--- src/rtl/process_pkg.sv ---
`default_nettype none
// +------------------------------------------------------------+
// | process_pkg: shared state encoding and default sizes for   |
// | the process_seq frame sequencer.              Rev 1.0      |
// +------------------------------------------------------------+
package process_pkg;

  typedef enum logic [1:0] {
    IDLE  = 2'd0,
    LOAD  = 2'd1,
    PTS   = 2'd2,
    DRAIN = 2'd3
  } state_t;

  localparam int c_mat_beats = 3;
  localparam int c_ori_num   = 3;
  localparam int c_int_num   = 6;
  localparam int c_srt_lat   = 6;
  localparam int c_pipe_lat  = 46;

endpackage
`default_nettype wire

--- src/rtl/seq_delay_line.sv ---
`default_nettype none
// +------------------------------------------------------------+
// | seq_delay_line: DEPTH-stage register chain, cleared by     |
// | areset.                                       Rev 1.0      |
// +------------------------------------------------------------+
module seq_delay_line #(
  parameter int DEPTH = 1,
  parameter int WIDTH = 1
) (
  input  logic             aclk,
  input  logic             areset,
  input  logic [WIDTH-1:0] i_data,
  output logic [WIDTH-1:0] o_data
);

  logic [WIDTH-1:0] r_stage [DEPTH];

  always_ff @(posedge aclk) begin
    if (areset) begin
      for (int i = 0; i < DEPTH; i++) r_stage[i] <= '0;
    end else begin
      r_stage[0] <= i_data;
      for (int i = 1; i < DEPTH; i++) r_stage[i] <= r_stage[i-1];
    end
  end

  assign o_data = r_stage[DEPTH-1];

endmodule
`default_nettype wire

--- src/rtl/process_seq.sv ---
`default_nettype none
// +------------------------------------------------------------+
// | process_seq: matrix/point frame sequencer with aligned     |
// | write strobes. Macro PROCESS_SEQ_BEAT_CNT_EN adds beat_cnt.|
// | Rev 1.0                                                    |
// +------------------------------------------------------------+
module process_seq
  import process_pkg::*;
#(
  parameter int MAT_BEATS = c_mat_beats,
  parameter int ORI_NUM   = c_ori_num,
  parameter int INT_NUM   = c_int_num,
  parameter int SRT_LAT   = c_srt_lat,
  parameter int PIPE_LAT  = c_pipe_lat
) (
  input  logic        aclk,
  input  logic        areset,
  input  logic        s_tvalid,
  input  logic        s_tlast,
  output logic        s_tready,
  output logic        load_matrix,
  output logic [3:0]  mat_idx,
  output logic        vec_valid,
  output logic        ori_we,
  output logic        int_we,
  output logic [2:0]  pt_idx,
  output logic        m_tvalid,
  output logic        m_tlast,
  output logic        busy,
  output logic        err_short
`ifdef PROCESS_SEQ_BEAT_CNT_EN
  ,
  output logic [15:0] beat_cnt
`endif
);

  localparam logic [3:0]  c_last_beat  = 4'(MAT_BEATS - 1);
  localparam logic [15:0] c_ori        = 16'(ORI_NUM);
  localparam logic [15:0] c_pts_total  = 16'(ORI_NUM + INT_NUM);
  localparam logic [15:0] c_drain_init = 16'(PIPE_LAT - 1);

  state_t      r_state, w_next_state;
  logic [3:0]  r_beat;
  logic [15:0] r_pc;
  logic [15:0] r_drain;
  logic        r_err;
  logic        w_hs, w_set_err, w_clr_err;
  logic        w_is_ori, w_is_int, w_is_out;
  logic [2:0]  w_idx;
  logic [4:0]  w_srt_in, w_srt_out;
  logic [1:0]  w_pipe_in, w_pipe_out;

  assign s_tready    = (r_state != DRAIN);
  assign w_hs        = s_tvalid & s_tready;
  assign load_matrix = w_hs & ((r_state == IDLE) | (r_state == LOAD));
  assign mat_idx     = load_matrix ? r_beat * 4'd4 : 4'd0;
  assign vec_valid   = w_hs & (r_state == PTS);
  assign busy        = (r_state != IDLE);
  assign err_short   = r_err;

  always_comb begin
    w_next_state = r_state;
    w_set_err    = 1'b0;
    w_clr_err    = 1'b0;
    case (r_state)
      IDLE: begin
        if (w_hs) begin
          w_clr_err = 1'b1;
          if (s_tlast) w_set_err = 1'b1;
          else         w_next_state = (MAT_BEATS == 1) ? PTS : LOAD;
        end
      end
      LOAD: begin
        if (w_hs) begin
          if (r_beat == c_last_beat) begin
            w_next_state = PTS;
          end else if (s_tlast) begin
            w_set_err    = 1'b1;
            w_next_state = IDLE;
          end
        end
      end
      PTS: begin
        if (w_hs && s_tlast) begin
          w_next_state = DRAIN;
          if (r_pc < c_pts_total) w_set_err = 1'b1;
        end
      end
      DRAIN: begin
        if (r_drain == 16'd0) w_next_state = IDLE;
      end
      default: w_next_state = IDLE;
    endcase
  end

  always_ff @(posedge aclk) begin
    if (areset) begin
      r_state <= IDLE;
      r_beat  <= '0;
      r_pc    <= '0;
      r_drain <= '0;
      r_err   <= 1'b0;
    end else begin
      r_state <= w_next_state;
      if (w_set_err)      r_err <= 1'b1;
      else if (w_clr_err) r_err <= 1'b0;
      if (load_matrix) r_beat <= (w_next_state == LOAD) ? r_beat + 4'd1 : 4'd0;
      if (r_state == IDLE)                   r_pc <= '0;
      else if (vec_valid && r_pc != 16'hFFFF) r_pc <= r_pc + 16'd1;
      if (w_next_state == DRAIN && r_state != DRAIN)  r_drain <= c_drain_init;
      else if (r_state == DRAIN && r_drain != 16'd0)  r_drain <= r_drain - 16'd1;
    end
  end

  // Each accepted point is classified once here and its strobe rides the delay lines.
  assign w_is_ori = vec_valid && (r_pc < c_ori);
  assign w_is_int = vec_valid && !w_is_ori && (r_pc < c_pts_total);
  assign w_is_out = vec_valid && (r_pc >= c_pts_total);
  assign w_idx    = w_is_ori ? r_pc[2:0] : (w_is_int ? 3'(r_pc - c_ori) : 3'd0);

  assign w_srt_in  = {w_is_ori, w_is_int, w_idx};
  assign w_pipe_in = {w_is_out, w_is_out & s_tlast};

  seq_delay_line #(.DEPTH(SRT_LAT), .WIDTH(5)) u_srt_dly (
    .aclk   (aclk),
    .areset (areset),
    .i_data (w_srt_in),
    .o_data (w_srt_out)
  );

  seq_delay_line #(.DEPTH(PIPE_LAT), .WIDTH(2)) u_pipe_dly (
    .aclk   (aclk),
    .areset (areset),
    .i_data (w_pipe_in),
    .o_data (w_pipe_out)
  );

  assign ori_we   = w_srt_out[4];
  assign int_we   = w_srt_out[3];
  assign pt_idx   = w_srt_out[2:0];
  assign m_tvalid = w_pipe_out[1];
  assign m_tlast  = w_pipe_out[0];

`ifdef PROCESS_SEQ_BEAT_CNT_EN
  logic [15:0] r_beat_cnt;

  always_ff @(posedge aclk) begin
    if (areset)                                      r_beat_cnt <= '0;
    else if (w_hs && r_state == IDLE)                r_beat_cnt <= '0;
    else if (m_tvalid && r_beat_cnt != 16'hFFFF)     r_beat_cnt <= r_beat_cnt + 16'd1;
  end

  assign beat_cnt = r_beat_cnt;
`endif

endmodule
`default_nettype wire

--- config.mk ---
export PLATFORM = sky130hd
export DESIGN_NAME = process_seq
export DESIGN_NICKNAME = d
export VERILOG_FILES = /design/src/rtl/process_pkg.sv /design/src/rtl/seq_delay_line.sv /design/src/rtl/process_seq.sv
export SDC_FILE = /design/constraint.sdc
export NUM_CORES = 1
export LEC_CHECK = 0
export CAP_MARGIN = 20
export CELL_PAD_IN_SITES_DETAIL_PLACEMENT = 1
export CELL_PAD_IN_SITES_GLOBAL_PLACEMENT = 1
export CORE_MARGIN = 2
export CORE_UTILIZATION = 47
export CTS_CLUSTER_DIAMETER = 40
export DETAILED_ROUTE_END_ITERATION = 8
export GPL_ROUTABILITY_DRIVEN = 0
export HOLD_SLACK_MARGIN = 0.1
export PLACE_DENSITY = 0.77
export SYNTH_ARGS = -nofsm -noshare
export SYNTH_HDL_FRONTEND = slang
export SYNTH_SLANG_ARGS = --single-unit
--- constraint.sdc ---
create_clock -name aclk -period 2.19 [get_ports aclk]
set_input_delay 0.438 -clock aclk [delete_from_list [all_inputs] [get_ports aclk]]
set_output_delay 0.438 -clock aclk [all_outputs]
set_load 0.05 [all_outputs]
==> flow_metrics.tcl, run 1 <==
set metrics [dict create \
    drive_gt1_share_pct 9.98 \
    die_h_um 112 \
    finalSetupTns_ns 0 \
    synthFlopType "dfxtp_1" \
    fp-row-count 39 \
    cts-resized-gates 0 \
    cp_cell_sequence "or4_1 > a211o_1 > or4_1 > a21oi_1" \
    clock_sinks 161 \
    hold_viol 0 \
    worstSetupStartpointType "register" \
    timing.fmax_ghz 0.494 \
    antenna_found_initial 0 \
    core_um2 11400 \
    grt_pass1_vias 3852 \
    crit_arrival_ns 2.38 \
    netlist_area_um2 5480 \
    peakVddDrop_v 0.000942 \
    layout.nets 571 \
    grt_pass1_wl_mm 18.1 \
    port_buffers 17 \
    fill_cells 1224 \
    avgViaCountPerCell 5.27 \
    cp_max_fo 12 \
    ios 20 \
    rr_worst_depth 4 \
    ys_seq_area_share_pct 58.9 \
    die_area_um2 12500 \
    final_core_utilization_pct 56.4 \
    cp-end-kind "register" \
    wirelength_mm 10.5 \
    async_flop_share_pct 0 \
    die-width_um 112 \
    hold_path_class "input pin to register" \
    ant_nets 0 \
    drc 0 \
    finalCritPeriodShare_pct 92.4 \
    setup_viol_count_final 0 \
    clk_transition_reported_paths_ns 0.06 \
    slew_violations 0 \
    clockBufferDepth 2 \
    numCtsBuffers 17 \
    drtIter0Drc 156 \
    drv_cap 0 \
    clkLatencyLatePin_ns 0.43 \
    finClkSkew_ns 0.00866 \
    r2r_setup_slack_ns 0.17 \
    first_pass_iters 4 \
    antennaDiodeCount 0 \
    synth_edf_count 0 \
    initial_utilization_pct 48.0 \
    grt.total_usage_pct 18.1 \
    crit_slowest_cell "or4_1" \
    area_growth_pct 17.6 \
    yosysWarnings 0 \
    dp_hpwl_mm 6.68 \
    via_count 3765 \
    max_slew_margin_pct 60.6 \
    wl_per_cell_um 14.7 \
    min_path_cells 2 \
    cts_tree "yes" \
    grt_max_degree 66 \
    power_density_nw_per_um2 938 \
    grt-ovfl-total 0 \
    synthCells 532 \
    ys_types 49 \
    crit_required_ns 2.54 \
    status "finished clean" \
    min_period_ns 2.02 \
    root_buffer "clkbuf_16" \
    ys_ff_latch 161 \
    worst_pin_slew_ns 0.591 \
    syn_area_per_cell_um2 10.3 \
    h-tree-depth 4 \
    hold_buffers 0 \
    slowest_delay_ns 0.54 \
    p_leak_uw 0.00244 \
    post-cts-setup-buffers 0 \
    grt_setup_unrepaired "no" \
    cp_common_cell "or4_1" \
    crit_type "register to register" \
]
==> through the flow <==
stage	cell area [µm²]	hold WS (ns)	worst slack, ns	instances	total power (µW)
floorplan	5480	0.414	0.0803	533	3180
global placement	5870	0.416	-0.000341	684	3250
detailed placement	5870	0.427	-0.0772	684	3260
CTS	6440	0.288	0.0731	714	6120
global route	6440	0.310	0.0571	714	6280
finish	6440	0.314	0.166	714	6040
==> routing by layer <==
layer,share of wire [%],global-route usage (%)
met5,0,0
met4,1.2,7.72
met3,3.5,6.64
met2,50,30.3
met1,45,21.0
==> state kept, by name, indices dropped and copies added (netlist names) <==
name                flops
r_pc                   16
u_pipe_dly.r_stage     92
r_drain                16
u_srt_dly.r_stage      30
r_state                 2
err_short               1
r_beat                  4
==> path summary, 6_finish.rpt <==
path	startpoint	endpoint
worst max-delay path	r_drain[6]	r_drain[13]
worst min-delay path	areset	r_drain[0]
worst max register to register	r_drain[6]	r_drain[13]
worst min register to register	u_srt_dly.r_stage[0][23]	u_srt_dly.r_stage[0][28]
==> kinds of logic after synthesis <==
kind of cell	share of synthesized area, %
DFF	58.9
xor gates and xnor gates	0.480
and+or+nand+nor	26.0
AOI/OAI and AO/OA	8.80
buffers and inverters	3.61
muxes	0.548
other	0.0685
adders and majority gates	1.60
==> layout by cell type (no fill, tap or decap), types with 3 or more instances in the layout <==
master,count
a211oi_1,4
a21oi_1,20
a31oi_1,9
and2_1,3
and3_1,6
and4_1,3
buf_12,4
buf_4,23
clkbuf_16,17
clkdlybuf4s50_1,9
clkinvlp_4,3
dfxtp_1,161
ha_1,7
inv_1,14
mux2i_1,3
nand2_1,24
nand3_1,9
nand4_1,7
nor2_1,18
nor2b_1,116
nor3_1,7
nor3b_1,5
nor4_1,9
o21ai_0,11
o31ai_1,9
o41ai_1,5
or3_1,11
or4_1,13
==> Yosys cell counts, drive strengths merged (2+ instances only) <==
cell type / instances / area [µm²]
dfxtp: 161 / 3220
nor2b: 116 / 726
nand2: 24 / 90.1
a21oi: 20 / 100
clkbuf: 19 / 71.3
nor2: 18 / 67.6
inv: 14 / 52.6
or4: 13 / 97.6
o21ai: 11 / 55.1
or3: 11 / 68.8
buf: 10 / 70.1
nor4: 10 / 68.8
a31oi: 9 / 56.3
nand3: 9 / 45.0
o31ai: 9 / 67.6
ha: 7 / 87.6
nand4: 7 / 43.8
nor3: 7 / 35.0
and3: 6 / 37.5
nor3b: 5 / 37.5
o41ai: 5 / 43.8
a211oi: 4 / 30.0
and2: 3 / 18.8
and4: 3 / 26.3
mux2i: 3 / 30.0
and4b: 2 / 20.0
nand2b: 2 / 12.5
nand3b: 2 / 15.0
o211ai: 2 / 15.0
o21a: 2 / 15.0
o311ai: 2 / 17.5
o31a: 2 / 17.5
xor2: 2 / 17.5
==> area by class of cell <==
class,instances,area [µm²],share of cell area (%)
clock buffers,19,433,6.72
clock inverters,11,134,2.08
inverters,15,56.3,0.874
multi-input cells,328,2060,32.0
flip-flops and latches,161,3220,50.0
well taps,143,179,2.78
repair buffers,37,355,5.52
==> critical path: cells and delay by family, from the launching register on <==
kind               cells  cell delay [ns]
AOI/OAI and AO/OA      2             0.57
DFF                    1             0.35
and+or+nand+nor        2             1.04
==> report_power, final <==
group,switching (µW),leakage (µW),internal (µW)
sequential,13.0,0.00130,2940
clock,1160,0.000268,1680
combinational,164,0.000876,78.3
total,1340,0.00244,4700
Note: power is estimated with default switching activity, not from simulation.
==> inputs of run 2 (changes only) <==
--- a/config.mk
+++ b/config.mk
@@ -5,7 +5,6 @@
 export SDC_FILE = /design/constraint.sdc
 export NUM_CORES = 1
 export LEC_CHECK = 0
-export CAP_MARGIN = 20
 export CELL_PAD_IN_SITES_DETAIL_PLACEMENT = 1
 export CELL_PAD_IN_SITES_GLOBAL_PLACEMENT = 1
 export CORE_MARGIN = 2
==> results of run 2 <==
Same layout as run 1: the final DEF is identical, and so are final timing and power.
==> inputs of run 3 (changes only) <==
--- a/config.mk
+++ b/config.mk
@@ -10,6 +10,7 @@
 export CORE_MARGIN = 2
 export CORE_UTILIZATION = 47
 export CTS_CLUSTER_DIAMETER = 40
+export CTS_CLUSTER_SIZE = 12
 export DETAILED_ROUTE_END_ITERATION = 8
 export GPL_ROUTABILITY_DRIVEN = 0
 export HOLD_SLACK_MARGIN = 0.1
==> results of run 3 <==
Same layout as run 1: the final DEF is identical, and so are final timing and power.
